==> config.mk <==
export PLATFORM = sky130hd
export DESIGN_NAME = sound_irq_sequencer
export DESIGN_NICKNAME = d
export VERILOG_FILES = /design/src/rtl/sound_irq_sequencer.sv
export SDC_FILE = /design/constraint.sdc
export NUM_CORES = 1
export LEC_CHECK = 0
export CORE_ASPECT_RATIO = 1.4
export CORE_MARGIN = 1
export CORE_UTILIZATION = 57
export DETAILED_ROUTE_END_ITERATION = 10
export PLACE_DENSITY = 0.78
export SYNTH_ARGS = -nofsm -noshare
export SYNTH_HDL_FRONTEND = slang
export SYNTH_SLANG_ARGS = --single-unit
==> constraint.sdc <==
create_clock -name clk_49m -period 2.6 [get_ports clk_49m]
set_input_delay 0.52 -clock clk_49m [delete_from_list [all_inputs] [get_ports clk_49m]]
set_output_delay 0.52 -clock clk_49m [all_outputs]
set_load 0.01 [all_outputs]
==> src/rtl/sound_irq_sequencer.sv <==
// sound_irq_sequencer: sticky sound-CPU interrupt request with ack, watchdog timeout and re-arm holdoff
module sound_irq_sequencer #(
  parameter logic [15:0] TIMEOUT = 16'd2048,
  parameter logic [7:0]  HOLDOFF = 8'd4
) (
  input  logic       clk_49m,
  input  logic       sirq_clr,
  input  logic       cen_sound,
  input  logic       trig_cen,
  input  logic       trig,
  input  logic       pause,
  output logic       z80_n_int,
  output logic       int_active,
  output logic       timeout_flag,
  output logic [3:0] coalesce_cnt,
  output logic [1:0] state_o
);
  typedef enum logic [1:0] {IDLE = 2'd0, ASSERT = 2'd1, HOLD = 2'd2} state_t;
  state_t      state_q, state_d;
  logic        trig_q, trig_d, pend_q, pend_d, flag_q, flag_d;
  logic        n_int_q, n_int_d, act_q, act_d;
  logic [15:0] timer_q, timer_d;
  logic [7:0]  hold_q, hold_d;
  logic [3:0]  coal_q, coal_d;
  logic        trig_edge, tick;
  assign trig_edge = trig_cen & trig & ~trig_q;
  assign tick      = cen_sound & ~pause;
  // next state: edge capture, pending request, counters and registered outputs
  always_comb begin
    state_d = state_q;
    pend_d  = pend_q;
    timer_d = timer_q;
    hold_d  = hold_q;
    flag_d  = flag_q;
    coal_d  = coal_q;
    trig_d  = trig_cen ? trig : trig_q;
    case (state_q)
      IDLE: begin
        if (cen_sound & (pend_q | trig_edge)) begin
          state_d = ASSERT;
          pend_d  = 1'b0;
          timer_d = TIMEOUT;
        end else if (trig_edge) pend_d = 1'b1;
      end
      ASSERT: begin
        if (trig_edge && coal_q != 4'hf) coal_d = coal_q + 4'd1;
        if (tick && timer_q != 16'd0) begin
          timer_d = timer_q - 16'd1;
          if (timer_q == 16'd1) begin
            state_d = HOLD;
            flag_d  = 1'b1;
            hold_d  = HOLDOFF;
          end
        end
      end
      HOLD: begin
        if (trig_edge) pend_d = 1'b1;
        if (tick && hold_q != 8'd0) begin
          hold_d = hold_q - 8'd1;
          if (hold_q == 8'd1) state_d = IDLE;
        end
      end
      default: state_d = IDLE;
    endcase
    n_int_d = state_d != ASSERT;
    act_d   = state_d == ASSERT;
  end
  // state registers; acknowledge clears everything asynchronously
  always_ff @(posedge clk_49m or posedge sirq_clr) begin
    if (sirq_clr) begin
      state_q <= IDLE;
      trig_q  <= 1'b0;
      pend_q  <= 1'b0;
      timer_q <= 16'd0;
      hold_q  <= 8'd0;
      flag_q  <= 1'b0;
      coal_q  <= 4'd0;
      n_int_q <= 1'b1;
      act_q   <= 1'b0;
    end else begin
      state_q <= state_d;
      trig_q  <= trig_d;
      pend_q  <= pend_d;
      timer_q <= timer_d;
      hold_q  <= hold_d;
      flag_q  <= flag_d;
      coal_q  <= coal_d;
      n_int_q <= n_int_d;
      act_q   <= act_d;
    end
  end
  assign z80_n_int    = n_int_q;
  assign int_active   = act_q;
  assign timeout_flag = flag_q;
  assign coalesce_cnt = coal_q;
  assign state_o      = state_q;
endmodule

After elaboration in Yosys (flattened, before gate mapping). Cells that the tools add are included.

Output and inout port bits: 9. Register bits after elaboration: 35. Input port bits: 6. Word-level logic and storage cells: 59.

Reduce and logical (&&, ||, !) cells: 13. Mux-type cells: 16. Equality and inequality tests: 11. Bitwise logic cells: 7. Add/subtract/negate cells: 3.

Operators with widths (count): $mux 16 (2); $pmux 16 s2 (1); $mux 8 (3); $eq 16x1->1 const B (1); $pmux 8 s2 (1); $reduce_bool 16->1 (1); $sub 16x1->16 const B (1); $mux 2 (5); $eq 8x1->1 const B (1); $ne 2x2->1 const B (4); $reduce_bool 8->1 (1); $sub 8x1->8 const B (1); $pmux 2 s3 (1); $reduce_and 3->1 (2); $reduce_bool 2->1 (3); $add 4x1->4 const B (1); $and 1x1->1 (4); $eq 2x1->1 const B (2); $ne 4x4->1 const B (1); $reduce_and 4->1 (1); $logic_and 1x1->1 (3); $eq 2x2->1 const B (1); $logic_not 2->1 (1); $mux 1 (2); 5 further kinds (6).

Depth between registers and ports, before layout.
Depth after elaboration: 7. Mapped depth: 6. Mapped depth without buffers: 6.

Worst setup path before layout. No wires, ideal clock.

Path type: flip-flop to flip-flop. Start point: register timer_q[11]. End point: register hold_q[5]. Data required time: 2.466 ns. Slack: 0.674 ns. Path buffers: 0. Stages on the path, launching flop included: 5. Arrival: 1.792 ns. Period minus slack after synthesis: 1.926 ns. Library setup time: 0.134 ns. Cell sequence: dfrtp_1 > or4_4 > or4b_4 > nor3_4 > nor3_1.

Longest elaborated chain between the ends: 4. Elaborated cells on any way between the ends: 6. Those cells by class: 3 x eq/ne; 3 x reduce/logical.

Ends and longest elaborated chain: start: declaration (line 22) `logic [15:0] timer_q, timer_d;`; start signal: assignment (line 84) `timer_q <= timer_d;`; $reduce_bool 16->1 (line 47) `if (tick && timer_q != 16'd0) begin`; $logic_and 1x1->1 (line 47); $ne 2x2->1 (no line); $reduce_and 4->1 (no line) *; end signal: assignment (line 85) `hold_q <= hold_d;`; end: declaration (line 23) `logic [7:0] hold_q, hold_d;`.

Mark *: on every way between the ends. The rest lies on a longest branch, timed or not. A chain may end at the register's enable or synchronous reset.

Final worst setup path.
Start point: input port pause. End point: register timer_q[15].

Longest elaborated chain between the ends: 5.

Ends and longest elaborated chain: start: declaration (line 11) `input logic pause,`; $not 1->1 (line 27) `assign tick = cen_sound & ~pause;`; $and 1x1->1 (line 27); $logic_and 1x1->1 (line 47); $ne 2x2->1 (no line); $reduce_and 3->1 (no line).

Every way passes these cells.

==> reports/results.env <==
ROOT_BUFFER='sky130_fd_sc_hd__clkbuf_8'
YS.FLOP_TYPE='sky130_fd_sc_hd__dfrtp_1'
TOTAL_WIRE_LENGTH_UM=4350
DIODES=0
DRT_ITER0_MARKERS=64
SYNTH-SEQ-CELLS=35
YOSYS.CELL_TYPES.COUNT=47
HIGHEST_IR_DROP_SEEN_ON_VDD_mV=0.706
CP_DATA_ARRIVAL_TIME_NS=2.37
FINAL-MAX-SLEW-VIOLATION-COUNT=0
SYNTH.TOP_CELLS.BY_AREA='sky130_fd_sc_hd__dfrtp_1, sky130_fd_sc_hd__mux2i_1, sky130_fd_sc_hd__ha_1'
CRIT_REQUIRED_NS=2.82
WORSTHOLDSTART='timeout_flag$_DFFE_PP0P_'
WORST_PATH_CLASS_SETUP='in -> reg'
TIMING.MAX_SLEW.REL_SLACK_PCT=67.8
GRT_PASS1_WL_UM=7400
POST_CTS.RESIZED_INSTANCES=0
GP_CONGESTION=0.870
TIMING.FINAL.CRIT_SHARE_PCT=82.8
P_LEAK_nW=1.04
N_FILL_CELL=237
GRT_SETUP_UNREPAIRED='false'
DIE_WIDTH_UM=51.2
R2R_START='timer_q[11]$_DFFE_PP0P_'
USE_MET3_PCT=7.31
CRIT_PATH_START='pause'
POWERDENSITY_nW_PER_UM2=979
OUTCOME='finished, final reports clean'
SHARE_CLK_OF_TOTAL_POWER_PCT=20.4
PORTBUFFERS=14
GLOBALROUTEMET2UTIL_PCT=48.4
TRITONCTS='done'
REG2REG_SLACK_NS=0.46
INITIAL_UTILIZATION_PCT=60.8
SYN_INST=191
TIMING.MAX_CAP.VIOLATIONS=0
SETUP_TNS_NS=0
TIMING.FMAX_MHz=465
YS_ASYNC_SR_FRACTION_PCT=100
SYN_TO_FINAL_GROWTH_PCT=17.3
SYNTH_SEQ_AREA_SHARE_PCT=45.3
COUNT_OF_FLIP_FLOPS_WITH_A_BUILT_IN_ENABLE_AFTER_SYNTHESIS=0
SEQPWRFRAC_PCT=41.6
CTS-BUFFERS-INSERTED=5
WORSTSETUPENDPOINT='timer_q[15]$_DFFE_PP0P_'
LAYOUT.AREA.SEQ_UM2=877
GRT_UTIL_ALL_LAYERS_PCT=27.4
GRT-BUSIEST-LAYER='met2'
AVGROUTEDWIREPERCELL_UM=17.0
FINAL_LAYOUT_SIZE_SUFFIX_GT1_SHARE_PCT=12.9
PERIOD_MINUS_SLACK_NS=2.15
POWER.COMBINATIONAL.FRACTION_PCT=38.0
SYNTH.YOSYS.WARNINGS=0
SYNTH_FP_NETS=204
GLOBALROUTEMET1UTIL_PCT=29.5
P_SW_mW=0.857
WORST_PATH_FANOUT_MAX=7
INSERTION_DELAY_NS=0.30
GRT_MAX_DEGREE=36
RR_WORST_DEPTH=4
SYNTH_AREA_UM2=1930
DETAIL_ROUTE.DRC_VIOLATIONS=0
DIE_HEIGHT_UM=70.9
CLOCK_SINK_COUNT=35
OVERFLOW=0
FIN_WORST_SKEW_NS=0.0123
CLOCKBUFFERDEPTH=2
MOST_FREQUENT_CELL_AFTER_SYNTHESIS='sky130_fd_sc_hd__dfrtp_1'
CLKTRANSATPATHREGS_NS=0.08
ROWS=24
FIN_NETS=229
NETLIST.AREA_LEADER.SHARE_PCT=44.0
REPORT.FINAL.HOLD_VIOL_COUNT=0
IO_PINS=15
INITIAL_ANTENNA_VIOLATION_COUNT=0
START_KIND='input port'
SETUP-VIOLATIONS-FINAL=0
POWER.SWITCHING_FRACTION_PCT=38.6
DPL-INSTANCE-AREA_UM2=2160
NUM_VIAS=1621
FIRST_GLOBAL_VIAS=1690
P_INT_mW=1.36
WORST_HOLD_SLACK_NS=0.470
TIMING.RR.END='state_o[1]$_DFF_PP0_'
DETAIL-ROUTE-ANTENNA-NETS=0
HTREE_NUM_LEVELS=2
DETAILED_PLACEMENT_HPWL_UM=3100
PLACED_CELLS_INCL_TAPS=248
DIE_AREA_UM2=3630
LAYOUTNONFILLERINSTCOUNT=256
ENDPOINT_KIND='flop'
DRT-VIAS-PER-INSTANCE=6.33
CELL_TAKING_THE_MOST_AREA_AFTER_SYNTHESIS='sky130_fd_sc_hd__dfrtp_1'
DRTPASS1ITERATIONS=4
SYNTH_AREA_PER_CELL_UM2=10.1
WORST-SLEW-PIN-TRANSITION_NS=0.479
CTSHOLDBUFFERS=0
POST_CTS_BUFFERS=0
CORE_REGION_AREA_UM2=3180
SYNTH_COMMON_CELLS='sky130_fd_sc_hd__dfrtp_1, sky130_fd_sc_hd__nand2_1, sky130_fd_sc_hd__nor2_1'
FINAL_AREA_UM2=2270
HOLD_PATH_CLASS='reg -> reg'
MULTI_INPUT_AREA_UM2=1020
[layout by cell type (no fill, tap or decap), drive strengths merged, types with 7 or more instances in the layout]
cell / count
a21oi: 9
clkbuf: 7
inv: 7
mux2i: 10
ha: 7
clkdlybuf4s50: 14
dfrtp: 34
nand2: 15
buf: 7
nor2: 14
o21ai: 10
[cells by family (layout without fill, tap and decap cells)]
kind of cell,Yosys count,count (layout),share of synthesized area [%]
flip-flops,35,35,45.3
AO/OA/AOI/OAI,36,36,12.1
multiplexers,13,13,6.92
AND/OR/NAND/NOR,84,84,26.5
XOR/XNOR,6,6,2.72
buffers and inverters,10,36,1.94
adder cells (fa/ha/maj),7,7,4.53
[worst max-delay path, stage by stage]
cell	delay, ns
sky130_fd_sc_hd__clkdlybuf4s50_1	0.49
sky130_fd_sc_hd__and4bb_2	0.42
sky130_fd_sc_hd__nand4_1	0.19
sky130_fd_sc_hd__or4_1	0.56
sky130_fd_sc_hd__a21oi_1	0.19
[stage by stage]
step	total power, mW	setup WS [ns]	util [%]
floorplan	1.43	0.674	-
global placement	1.71	0.237	68.0
global route	2.36	0.365	71.3
CTS	2.22	0.458	71.3
detailed placement	1.76	0.160	68.0
finish	2.22	0.448	71.3
[how the worst min path moves through the flow]
| stage | to | slack [ns] | depth (start not counted) |
|---|---|---|---|
| final | timeout_flag$_DFFE_PP0P_ | 0.47 | 1 |
| after global routing | timeout_flag$_DFFE_PP0P_ | 0.49 | 1 |
| after CTS | timeout_flag$_DFFE_PP0P_ | 0.47 | 1 |
| after detailed placement | timeout_flag$_DFFE_PP0P_ | 0.46 | 1 |
| after global placement | timeout_flag$_DFFE_PP0P_ | 0.45 | 1 |
| after floorplan | timer_q[4]$_DFFE_PP0P_ | 0.46 | 1 |
[state kept, by name, summed over array words and instances, names as in the netlist]
signal and count:
coalesce_cnt 4, hold_q 8, int_active 1, pend_q 1, state_o 2, timeout_flag 1
timer_q 16, trig_q 1, z80_n_int 1
[metal layers]
metal / vias up / part of all wire, %
met2: 59 / 55
met4: 0 / 2.8
met5: - / 0
li1: 764 / -
met1: 780 / 38
met3: 18 / 4.4
[cell type report]
class	count	share of cell area, %
Clock buffer	7	4.25
Multi-Input combinational cell	146	45.0
Inverter	7	1.16
Timing Repair Buffer	21	8.49
Clock inverter	1	0.331
Sequential cell	35	38.7
Tap cell	39	2.15
[power groups by stage]
stage / clock network, mW / logic (mW) / registers (mW)
2_1_floorplan: 0 / 0.531 / 0.900
3_3_place_gp: 0 / 0.799 / 0.907
3_5_place_dp: 0 / 0.830 / 0.928
4_1_cts: 0.455 / 0.841 / 0.920
5_1_grt: 0.477 / 0.930 / 0.950
6_report: 0.452 / 0.844 / 0.924
Power figures use the tool's default switching activity.
